[src/rtl/fmcw_adc_pkg.sv]
// Shared types and helpers for the FMCW ADC capture path: capture state
// encoding, channel-mode codes and the full-scale saturation value.
package fmcw_adc_pkg;

    typedef enum logic [1:0] {
        ST_IDLE    = 2'd0,
        ST_ARMED   = 2'd1,
        ST_CAPTURE = 2'd2,
        ST_DRAIN   = 2'd3
    } state_e;

    localparam logic [1:0] MODE_CH0 = 2'd0;
    localparam logic [1:0] MODE_SEL = 2'd1;
    localparam logic [1:0] MODE_RR  = 2'd2;

    // Sign-preserving full-scale value for a two's-complement word of
    // 'width' bits (1..32): positive gives 2^(w-1)-1, negative gives -2^(w-1).
    // The caller keeps the low 'width' bits.
    function automatic logic [31:0] sat_value(input int unsigned width, input logic sign_bit);
        logic [31:0] ones;
        ones = '1;
        if (sign_bit) begin
            return ones << (width - 1);
        end
        return ones >> (33 - width);
    endfunction

endpackage

[src/rtl/adc_fifo.sv]
// First-word-fall-through FIFO for captured ADC words. Bit 0 of each word is
// the frame-end flag; mark_last_i sets it on the most recently written entry
// so a frame still terminates when its final word could not be stored.
// A pop and a push in the same cycle on a full FIFO are both accepted.
module adc_fifo #(
    parameter int WIDTH = 14,
    parameter int DEPTH = 8
) (
    input  logic             clk_i,
    input  logic             rst_i,
    input  logic             push_i,
    input  logic [WIDTH-1:0] wdata_i,
    input  logic             pop_i,
    input  logic             mark_last_i,
    output logic [WIDTH-1:0] rdata_o,
    output logic             full_o,
    output logic             empty_o
);

    localparam int AW = $clog2(DEPTH);
    localparam logic [AW:0] FULL_CNT = {1'b1, {AW{1'b0}}};

    logic [WIDTH-1:0] mem_q [DEPTH];
    logic [AW-1:0]    wr_ptr_q, wr_ptr_d;
    logic [AW-1:0]    rd_ptr_q, rd_ptr_d;
    logic [AW:0]      count_q, count_d;
    logic [AW-1:0]    tail_idx;
    logic             push_ok;
    logic             pop_ok;

    assign full_o   = (count_q == FULL_CNT);
    assign empty_o  = (count_q == '0);
    assign pop_ok   = pop_i && !empty_o;
    assign push_ok  = push_i && (!full_o || pop_ok);
    assign tail_idx = wr_ptr_q - AW'(1);
    assign rdata_o  = mem_q[rd_ptr_q];

    // Pointer and occupancy next-state.
    always_comb begin
        wr_ptr_d = wr_ptr_q;
        rd_ptr_d = rd_ptr_q;
        count_d  = count_q;
        if (push_ok) begin
            wr_ptr_d = wr_ptr_q + 1'b1;
        end
        if (pop_ok) begin
            rd_ptr_d = rd_ptr_q + 1'b1;
        end
        case ({push_ok, pop_ok})
            2'b10:   count_d = count_q + 1'b1;
            2'b01:   count_d = count_q - 1'b1;
            default: count_d = count_q;
        endcase
    end

    // Pointer and occupancy registers.
    always_ff @(posedge clk_i or posedge rst_i) begin
        if (rst_i) begin
            wr_ptr_q <= '0;
            rd_ptr_q <= '0;
            count_q  <= '0;
        end else begin
            wr_ptr_q <= wr_ptr_d;
            rd_ptr_q <= rd_ptr_d;
            count_q  <= count_d;
        end
    end

    // Storage array; contents need no reset because occupancy gates the read side.
    always_ff @(posedge clk_i) begin
        if (push_ok) begin
            mem_q[wr_ptr_q] <= wdata_i;
        end else if (mark_last_i && !empty_o) begin
            mem_q[tail_idx][0] <= 1'b1;
        end
    end

endmodule

[src/rtl/adc_capture.sv]
// Multi-channel ADC capture front end: registers the ADC bus, decimates,
// captures one SAMPLES-long frame per arm aligned to a sweep rising edge,
// buffers it in adc_fifo and streams it out with channel and frame-end tags.
// Build option: define ADC_SAT_EN to replace overflowed samples with a
// sign-preserving full-scale value; otherwise raw samples pass unchanged.
//
// state   | meaning
// --------+------------------------------------------------------------
// IDLE    | waiting for arm_i; mode/select latched and flags cleared on arm
// ARMED   | waiting for a sweep rising edge
// CAPTURE | one word pushed per decimation tick until SAMPLES pushes
// DRAIN   | frame fully pushed; waiting for the FIFO to empty
module adc_capture
    import fmcw_adc_pkg::*;
#(
    parameter int IW       = 12,
    parameter int CHANNELS = 2,
    parameter int DEPTH    = 8,
    parameter int SAMPLES  = 1024,
    parameter int DECW     = 4,
    localparam int CW      = (CHANNELS > 1) ? $clog2(CHANNELS) : 1
) (
    input  logic                   clk_i,
    input  logic                   rst_i,
    input  logic [CHANNELS*IW-1:0] data_i,
    input  logic [CHANNELS-1:0]    of_i,
    input  logic [1:0]             mode_i,
    input  logic [CW-1:0]          sel_i,
    input  logic [DECW-1:0]        dec_i,
    input  logic                   arm_i,
    input  logic                   sweep_i,
    output logic [IW-1:0]          data_o,
    output logic [CW-1:0]          chan_o,
    output logic                   last_o,
    output logic                   valid_o,
    input  logic                   ready_i,
    output logic                   busy_o,
    output logic                   drop_o,
    output logic                   ovf_o
);

    localparam int FW  = IW + CW + 1;
    localparam int WCW = $clog2(SAMPLES) + 1;
    localparam logic [WCW-1:0] LAST_CNT = WCW'(SAMPLES - 1);
    localparam logic [CW-1:0]  LAST_CH  = CW'(CHANNELS - 1);

    logic [CHANNELS*IW-1:0] data_q;
    logic [CHANNELS-1:0]    of_q;
    logic                   sweep_q;
    logic                   sweep_rise;

    state_e         state_q, state_d;
    logic [1:0]     mode_q, mode_d;
    logic [CW-1:0]  sel_q, sel_d;
    logic [CW-1:0]  rr_chan_q, rr_chan_d;
    logic [DECW-1:0] dec_cnt_q, dec_cnt_d;
    logic [WCW-1:0] word_cnt_q, word_cnt_d;
    logic           drop_q, drop_d;
    logic           ovf_q, ovf_d;

    logic           tick;
    logic           push;
    logic           last_w;
    logic [CW-1:0]  cap_chan;
    logic [IW-1:0]  raw_sample;
    logic [IW-1:0]  cap_sample;
    logic           cap_of;

    logic [FW-1:0]  fifo_wdata;
    logic [FW-1:0]  fifo_rdata;
    logic           fifo_full;
    logic           fifo_empty;
    logic           fifo_pop;
    logic           push_blocked;
    logic           mark_last;

    // Input stage: ADC bus, overflow flags and sweep marker registered once.
    always_ff @(posedge clk_i or posedge rst_i) begin
        if (rst_i) begin
            data_q  <= '0;
            of_q    <= '0;
            sweep_q <= 1'b0;
        end else begin
            data_q  <= data_i;
            of_q    <= of_i;
            sweep_q <= sweep_i;
        end
    end

    assign sweep_rise = sweep_i & ~sweep_q;
    assign tick       = (dec_cnt_q == '0);
    assign push       = (state_q == ST_CAPTURE) && tick;
    assign last_w     = (word_cnt_q == LAST_CNT);

    // Channel being captured under the mode latched at arm time.
    always_comb begin
        cap_chan = '0;
        case (mode_q)
            MODE_SEL: cap_chan = sel_q;
            MODE_RR:  cap_chan = rr_chan_q;
            MODE_CH0: cap_chan = '0;
            default:  cap_chan = '0;
        endcase
    end

    // Pick the captured channel's sample and overflow flag out of the bus.
    always_comb begin
        raw_sample = data_q[IW-1:0];
        cap_of     = of_q[0];
        for (int k = 0; k < CHANNELS; k++) begin
            if (cap_chan == CW'(k)) begin
                raw_sample = data_q[k*IW +: IW];
                cap_of     = of_q[k];
            end
        end
    end

`ifdef ADC_SAT_EN
    assign cap_sample = cap_of ? IW'(sat_value(IW, raw_sample[IW-1])) : raw_sample;
`else
    assign cap_sample = raw_sample;
`endif

    assign fifo_wdata   = {cap_sample, cap_chan, last_w};
    assign fifo_pop     = ~fifo_empty & ready_i;
    assign push_blocked = push && fifo_full && !fifo_pop;
    assign mark_last    = push_blocked && last_w;

    // Capture FSM next-state, frame counters and sticky flags.
    always_comb begin
        state_d    = state_q;
        mode_d     = mode_q;
        sel_d      = sel_q;
        rr_chan_d  = rr_chan_q;
        dec_cnt_d  = dec_cnt_q;
        word_cnt_d = word_cnt_q;
        drop_d     = drop_q;
        ovf_d      = ovf_q;
        case (state_q)
            ST_IDLE: begin
                if (arm_i) begin
                    mode_d  = mode_i;
                    sel_d   = (32'(sel_i) < CHANNELS) ? sel_i : '0;
                    drop_d  = 1'b0;
                    ovf_d   = 1'b0;
                    state_d = ST_ARMED;
                end
            end
            ST_ARMED: begin
                if (sweep_rise) begin
                    dec_cnt_d  = '0;
                    rr_chan_d  = '0;
                    word_cnt_d = '0;
                    state_d    = ST_CAPTURE;
                end
            end
            ST_CAPTURE: begin
                if (tick) begin
                    dec_cnt_d  = (dec_i > DECW'(1)) ? dec_i - DECW'(1) : '0;
                    word_cnt_d = word_cnt_q + 1'b1;
                    rr_chan_d  = (rr_chan_q == LAST_CH) ? '0 : rr_chan_q + 1'b1;
                    if (push_blocked) begin
                        drop_d = 1'b1;
                    end
                    if (cap_of) begin
                        ovf_d = 1'b1;
                    end
                    if (last_w) begin
                        state_d = ST_DRAIN;
                    end
                end else begin
                    dec_cnt_d = dec_cnt_q - DECW'(1);
                end
            end
            ST_DRAIN: begin
                if (fifo_empty) begin
                    state_d = ST_IDLE;
                end
            end
            default: state_d = ST_IDLE;
        endcase
    end

    // Capture FSM and frame-control registers.
    always_ff @(posedge clk_i or posedge rst_i) begin
        if (rst_i) begin
            state_q    <= ST_IDLE;
            mode_q     <= MODE_CH0;
            sel_q      <= '0;
            rr_chan_q  <= '0;
            dec_cnt_q  <= '0;
            word_cnt_q <= '0;
            drop_q     <= 1'b0;
            ovf_q      <= 1'b0;
        end else begin
            state_q    <= state_d;
            mode_q     <= mode_d;
            sel_q      <= sel_d;
            rr_chan_q  <= rr_chan_d;
            dec_cnt_q  <= dec_cnt_d;
            word_cnt_q <= word_cnt_d;
            drop_q     <= drop_d;
            ovf_q      <= ovf_d;
        end
    end

    adc_fifo #(
        .WIDTH (FW),
        .DEPTH (DEPTH)
    ) u_fifo (
        .clk_i       (clk_i),
        .rst_i       (rst_i),
        .push_i      (push),
        .wdata_i     (fifo_wdata),
        .pop_i       (fifo_pop),
        .mark_last_i (mark_last),
        .rdata_o     (fifo_rdata),
        .full_o      (fifo_full),
        .empty_o     (fifo_empty)
    );

    // Output fields read as zero whenever nothing is buffered.
    assign {data_o, chan_o, last_o} = fifo_empty ? '0 : fifo_rdata;
    assign valid_o = ~fifo_empty;
    assign busy_o  = (state_q != ST_IDLE);
    assign drop_o  = drop_q;
    assign ovf_o   = ovf_q;

endmodule

[config.mk]
export PLATFORM = sky130hd
export DESIGN_NAME = adc_capture
export DESIGN_NICKNAME = d
export VERILOG_FILES = /design/src/rtl/fmcw_adc_pkg.sv /design/src/rtl/adc_fifo.sv /design/src/rtl/adc_capture.sv
export SDC_FILE = /design/constraint.sdc
export NUM_CORES = 1
export LEC_CHECK = 0
export BUFFER_PORTS_ARGS = -buffer_cell sky130_fd_sc_hd__buf_2
export CAP_MARGIN = 40
export CORE_AREA = 2 2 175 177
export DETAILED_ROUTE_END_ITERATION = 16
export DIE_AREA = 0 0 177 179
export GPL_TIMING_DRIVEN = 0
export MAX_ROUTING_LAYER = met4
export PLACE_DENSITY = 0.36
export REMOVE_ABC_BUFFERS = 1
export SYNTH_ARGS = -nofsm -noshare
export SYNTH_HDL_FRONTEND = slang
export SYNTH_SLANG_ARGS = --single-unit
[constraint.sdc]
create_clock -name clk_i -period 5.4 [get_ports clk_i]
set_input_delay 0.81 -clock clk_i [delete_from_list [all_inputs] [get_ports clk_i]]
set_output_delay 0.81 -clock clk_i [all_outputs]
set_load 0.02 [all_outputs]
== After elaboration in Yosys (flattened, before gate mapping) ==
Memories as Yosys holds them, arrays and structs flattened.
Cells that the tools add are included.

* Output and inout port bits: 18
* Memory bits (writable): 112
* Memories kept: 1
* Bits in registers: 60

* Eq/ne operators: 16
* Reduce and logical (&&, ||, !) cells: 25
* Bitwise operators: 4
* Muxes and demuxes: 37
* Magnitude comparators: 1
* $add $sub $neg: 9

{| class="wikitable"
|+ Memories
! memory !! depth !! width !! rd ports !! clocked after memory_dff !! wr ports !! line !! source
|-
| u_fifo.mem_q || 8 || 14 || 1 || 0 || 1 || adc_fifo.sv:23 || <nowiki>logic [WIDTH-1:0] mem_q [DEPTH];</nowiki>
|}

{| class="wikitable"
|+ Operators by type and width
! cell !! count
|-
| $mux 14 || 2
|-
| $mux 11 || 2
|-
| $pmux 11 s2 || 1
|-
| $pmux 4 s2 || 2
|-
| $mux 1 || 14
|-
| $ne 2x2->1 const B || 7
|-
| $reduce_or 14->1 || 1
|-
| $mux 12 || 1
|-
| $mux 2 || 6
|-
| $mux 4 || 3
|-
| $sub 4x1->4 const B || 3
|-
| $add 11x1->11 const B || 1
|-
| $eq 11x10->1 const B || 1
|-
| $eq 2x2->1 const B || 4
|-
| $logic_not 4->1 || 2
|-
| $pmux 1 s2 || 4
|-
| $pmux 2 s4 || 1
|-
| $reduce_and 4->1 || 2
|-
| $reduce_bool 2->1 || 4
|-
| $logic_and 1x1->1 || 7
|-
| $add 3x1->3 const B || 2
|-
| $eq 2x1->1 const B || 3
|-
| $reduce_and 5->1 || 1
|-
| $add 4x1->4 const B || 1
|-
| other kinds (12) || 17
|}

== Depth between registers and ports, before layout ==
* Depth in word-level cells: 12
* Mapped depth: 11
* Depth with buffers taken out: 11

== Hierarchy ==
Synthesis repeated with hierarchy kept, for this count alone.

* Cells, all modules: 477
* Area, all modules: 7453.4 um2

{| class="wikitable"
|+ Modules (own cells, without submodules)
! module !! cells an instance !! area an instance (um2) !! times used
|-
| adc_fifo || 268 || 5098.6 || 1
|-
| adc_capture || 209 || 2354.8 || 1
|}

== Worst setup path before layout ==
OpenSTA, ideal clock, no wires.

* Path type: register to register
* From: register state_q[0]
* To: memory u_fifo.mem_q[0][0], enable pin
* Buffers on the path: 0
* Data required time: 5.102 ns
* Data arrival time: 2.744 ns
* Library setup time: 0.298 ns
* Stages on the path, launching flop included: 8
* Path slack: 2.358 ns
* Path through: dfrtp_1 > inv_1 > ha_1 > and4bb_2 > o21a_1 > inv_1 > nor4_1 > a31o_2

* Cells in the longest elaborated chain, start to end: 11
* Elaborated cells on any way between the ends: 15
* Classes of those cells: 1 x eq/ne; 7 x mux; 7 x reduce/logical

{| class="wikitable"
|+ Ends and longest elaborated chain
! what !! line !! source
|-
| start, declared || adc_capture.sv:52 || <nowiki>state_e state_q, state_d;</nowiki>
|-
| start signal, assigned || adc_capture.sv:196 || <nowiki>state_q <= state_d;</nowiki>
|-
| $eq 2x2->1 * || adc_capture.sv:92 || <nowiki>assign push = (state_q == ST_CAPTURE) && tick;</nowiki>
|-
| $logic_and 1x1->1 * || adc_capture.sv:92 ||
|-
| $logic_and 1x1->1 (2 in series) || adc_capture.sv:126 || <nowiki>assign push_blocked = push && fifo_full && !fifo_pop;</nowiki>
|-
| $logic_and 1x1->1 || adc_capture.sv:127 || <nowiki>assign mark_last = push_blocked && last_w;</nowiki>
|-
| $logic_and 1x1->1 || adc_fifo.sv:73 || <nowiki>end else if (mark_last_i && !empty_o) begin</nowiki>
|-
| $mux 1 || adc_fifo.sv:73 ||
|-
| $mux 1 || adc_fifo.sv:71 || <nowiki>if (push_ok) begin</nowiki>
|-
| $mux 1 (implied by the code) || adc_fifo.sv:74 || <nowiki>mem_q[tail_idx][0] <= 1'b1;</nowiki>
|-
| $reduce_or 14->1 (no line) || - ||
|-
| $mux 3 (no line) / $mux 2 (equally long branches) || - ||
|-
| end, declared || adc_fifo.sv:23 ||
|}

Every way passes the cells marked *; elsewhere a longest branch is shown, timed or not.

== Worst setup path after layout ==
* From: register state_q[0]
* To: register u_fifo.count_q[3]

* Cells in the longest elaborated chain, start to end: 5
* Elaborated cells on any way between the ends: 7
* Classes of those cells: 3 x eq/ne; 1 x mux; 3 x reduce/logical

{| class="wikitable"
|+ Ends and longest elaborated chain
! what !! line !! source
|-
| $eq 2x2->1 * || adc_capture.sv:92 ||
|-
| $logic_and 1x1->1 * || adc_capture.sv:92 ||
|-
| $logic_and 1x1->1 * || adc_fifo.sv:34 || <nowiki>assign push_ok = push_i && (!full_o || pop_ok);</nowiki>
|-
| $eq 2x1->1 / $eq 2x2->1 (equally long branches) || adc_fifo.sv:49 || <nowiki>case ({push_ok, pop_ok})</nowiki>
|-
| $pmux 4 s2 / $reduce_bool 2->1 (equally long branches) || - ||
|-
| end signal, assigned || adc_fifo.sv:65 || <nowiki>count_q <= count_d;</nowiki>
|-
| end, declared || adc_fifo.sv:26 || <nowiki>logic [AW:0] count_q, count_d;</nowiki>
|}

Marked as above.
A chain may end at the register's enable or synchronous reset.

==> run_results.csv <==
group,metric,value,unit
synth,yosysUniqueCellTypes,65,
grt,grt_max_degree,36,
routing,routed_wl,16700,microns
synth,synth_edf_count,112,
routing,ant_nets,0,
power_and_ir_drop,p_leak,3.328,nW
synth,seq_area_frac_synth,66.12,%
die,rows,64,
timing,rsz0062_at_grt,"false",
worst_setup_path,critPathMaxFanout,14,
synth,netlist_instances,478,
routing,post_drt_via_cell_ratio,4.356,
min_path,min_path_type,"in -> async",
die,io_pins,56,
clocking,cts_tree,"done",
power_and_ir_drop,power.share.combinational,33.7,%
worst_setup_path,crit_arrival,3.78,ns
clocking,ctsHtreeMaxLevel,4,
clocking,cts_setup_buffers,0,
die,die_x,177,microns
synth,synth_top_cell_by_area,"edfxtp_1",
synth,synth.most_common_cell,"edfxtp_1",
die,dieArea,31680,sq um
worst_setup_path,crit_type,"reg -> reg",
timing,hold_violations,0,
die,initial_core_util,24.50,%
clocking,clk_latency,0.42,ns
worst_setup_path,worst-r2r-setup-slack,1.97,ns
power_and_ir_drop,p_per_area,531.0,nW/um^2
timing,clock_skew,0.01205,ns
die,die_h,179,microns
synth,yosysWarnings,0,
routing,drtIter0Drc,238,
layout,nets,605,
layout,num-fill-cells,2996,
clocking,ctsResizeCount,0,
synth,synth-seq-cells,172,
grt,grt_pass1_vias,4384,
synth,yosysTopAreaCellShare,45.71,%
timing,slew_violations,0,
worst_setup_path,critPathLaunchType,"flip-flop",
timing,setup_viol_count_final,0,
power_and_ir_drop,power.switching,1.656,mW
grt,grtUsageMet1,13.97,%
status,status,"complete, no violations",
layout,layout-drive-gt1-share,28.34,%
synth,synthTopCellsByArea,"edfxtp_1 (46%), dfrtp_1 (20%), mux4_2 (8.6%)",
routing,route.detailed.drc,0,
timing,worst_pin_slew,0.8343,ns
layout,layoutNonFillerInstCount,957,
synth,synthArstFlopShare,34.88,%
layout,diodes,0,
synth,syn_area,7357,sq um
grt,grt.overflow.total,0,
routing,drtPass1Iterations,4,
synth,avgSynthCellArea,15.39,sq um
power_and_ir_drop,p_clk_share,27.0,%
placed_design,place_hpwl,11800,microns
clocking,root_buffer,"clkbuf_16",
power_and_ir_drop,power.total,4.734,mW
power_and_ir_drop,intPower,3.078,mW
synth,synth_common_cells,"edfxtp_1 (112), dfrtp_1 (60), nor2_1 (42), mux2i_1 (31), mux4_2 (28)",
timing,fmax,292.0,MHz
clocking,cts_hold_buf,0,
power_and_ir_drop,p_sw_share,34.99,%
worst_setup_path,endpoint_kind,"flip-flop",
placed_design,portBuffers,55,
grt,use_met2,18.69,%
clocking,clock-sinks,172,
clocking,clk_pin_slew,0.07,ns
synth,synthFlopType,"edfxtp_1",
grt,busiest_layer,"met2",
timing,setup_tns,0,ns
routing,wl_per_cell,17.45,microns
grt,grt_usage,11.39,%
placed_design,finalWeightedCongestion,0.7949,
routing,vias,4169,
timing,period_minus_slack,3.425,ns
power_and_ir_drop,p_seq_share,39.2,%
timing,relSlewSlack,44.38,%
grt,globalRouteMet3Util,2.820,%
clocking,clk_path_buf_depth,2,
grt,grt_pass1_wl,25410,microns
power_and_ir_drop,peakVddDrop,0.1804,mV
layout,areaGrowthSynthToFinish,21.19,%
grt,antenna_found_initial,0,
die,core_area,30030,sq um
timing,whs,0.3725,ns
worst_setup_path,required,5.75,ns
clocking,numCtsBuffers,17,
placed_design,placed_cells,926,
timing,fin_crit_sh,63.43,%
flow_run,maxCapViolCount,0,
-- cell type report --
type / instances / area, sq um / area share, %
sequential: 172 / 4867 / 54.59
tap: 396 / 495.5 / 5.557
inverter: 25 / 96.34 / 1.081
timing repair buffer: 73 / 525.5 / 5.894
clock inverter: 13 / 176.4 / 1.979
clock buffer: 18 / 429.2 / 4.813
multi-input combinational: 260 / 2326 / 26.09
-- metal layers --
| layer | part of all wire, % | vias to the layer above |
|---|---|---|
| met2 | 50 | 78 |
| met1 | 45 | 2134 |
| met3 | 4.1 | 16 |
| met5 | 0 | - |
| li1 | - | 1941 |
| met4 | 1.2 | 0 |
-- through the flow --
stage          utilization (%)  cell area [sq um]  setup WS [ns]
3_5_place_dp             27.68               8310          1.960
5_1_grt                  29.69               8916          1.710
6_report                 29.69               8916          1.975
4_1_cts                  29.69               8916          1.958
3_3_place_gp             26.74               8030        -0.2255
2_1_floorplan                -               7259          1.907
-- registers in the layout (all words and copies together), names as in the netlist, 3 cells and up --
signal           count
dec_cnt_q            4
u_fifo.count_q       4
u_fifo.rd_ptr_q      3
u_fifo.mem_q       112
word_cnt_q          11
u_fifo.wr_ptr_q      3
data_q              24
-- power groups by stage --
stage | logic [mW] | registers [mW] | clock network (mW)
3_5_place_dp | 1.63 | 1.90 | 0
3_3_place_gp | 1.48 | 1.95 | 0
6_report | 1.60 | 1.86 | 1.28
4_1_cts | 1.64 | 1.87 | 1.32
5_1_grt | 1.77 | 1.89 | 1.37
2_1_floorplan | 1.09 | 1.85 | 0
-- worst max-delay path, cell delays in order, from the launching register on --
cell and delay (ns):
dfrtp_1 0.40, inv_1 0.13, ha_1 0.56, and4bb_2 0.37
o21a_1 0.38, inv_1 0.21, ha_1 0.28, ha_1 0.28
a21o_1 0.17, a21oi_1 0.19, mux2i_1 0.24, xnor2_1 0.13
-- kinds of logic (layout without fill, tap and decap cells) --
| kind of cell | Yosys count | after routing | share of synthesized area [%] |
|---|---|---|---|
| AO/OA/AOI/OAI | 52 | 52 | 5.239 |
| AND/OR/NAND/NOR | 115 | 115 | 7.976 |
| XOR/XNOR | 10 | 10 | 1.191 |
| adder cells (fa/ha/maj) | 18 | 18 | 3.163 |
| multiplexers | 65 | 65 | 13.71 |
| flip-flops | 172 | 172 | 66.12 |
| buffers and inverters | 46 | 129 | 2.602 |
-- worst paths after layout --
check,endpoint,start,cells past startpoint
worst max-delay path,u_fifo.count_q[3]$_DFFE_PP0P_,state_q[0]$_DFFE_PP0P_,11
worst min-delay path,of_q[0]$_DFF_PP0_,rst_i,2
worst max register to register,u_fifo.count_q[3]$_DFFE_PP0P_,state_q[0]$_DFFE_PP0P_,11
worst min register to register,dec_cnt_q[1]$_DFFE_PP0P_,dec_cnt_q[1]$_DFFE_PP0P_,2
max in group asynchronous,u_fifo.rd_ptr_q[1]$_DFFE_PP0P_,rst_i,3
min in group clk_i,data_q[20]$_DFF_PP0_,data_i[20],1
-- placed cells by master, fill, tap and decap left out, types with 17 or more instances in the layout --
master,n
edfxtp_1,112
dfrtp_1,58
buf_2,56
nor2_1,37
mux2i_1,31
mux4_2,28
inv_1,23
nand2_1,23
ha_1,17
clkbuf_16,17
Note: power is estimated with default switching activity, not from simulation.
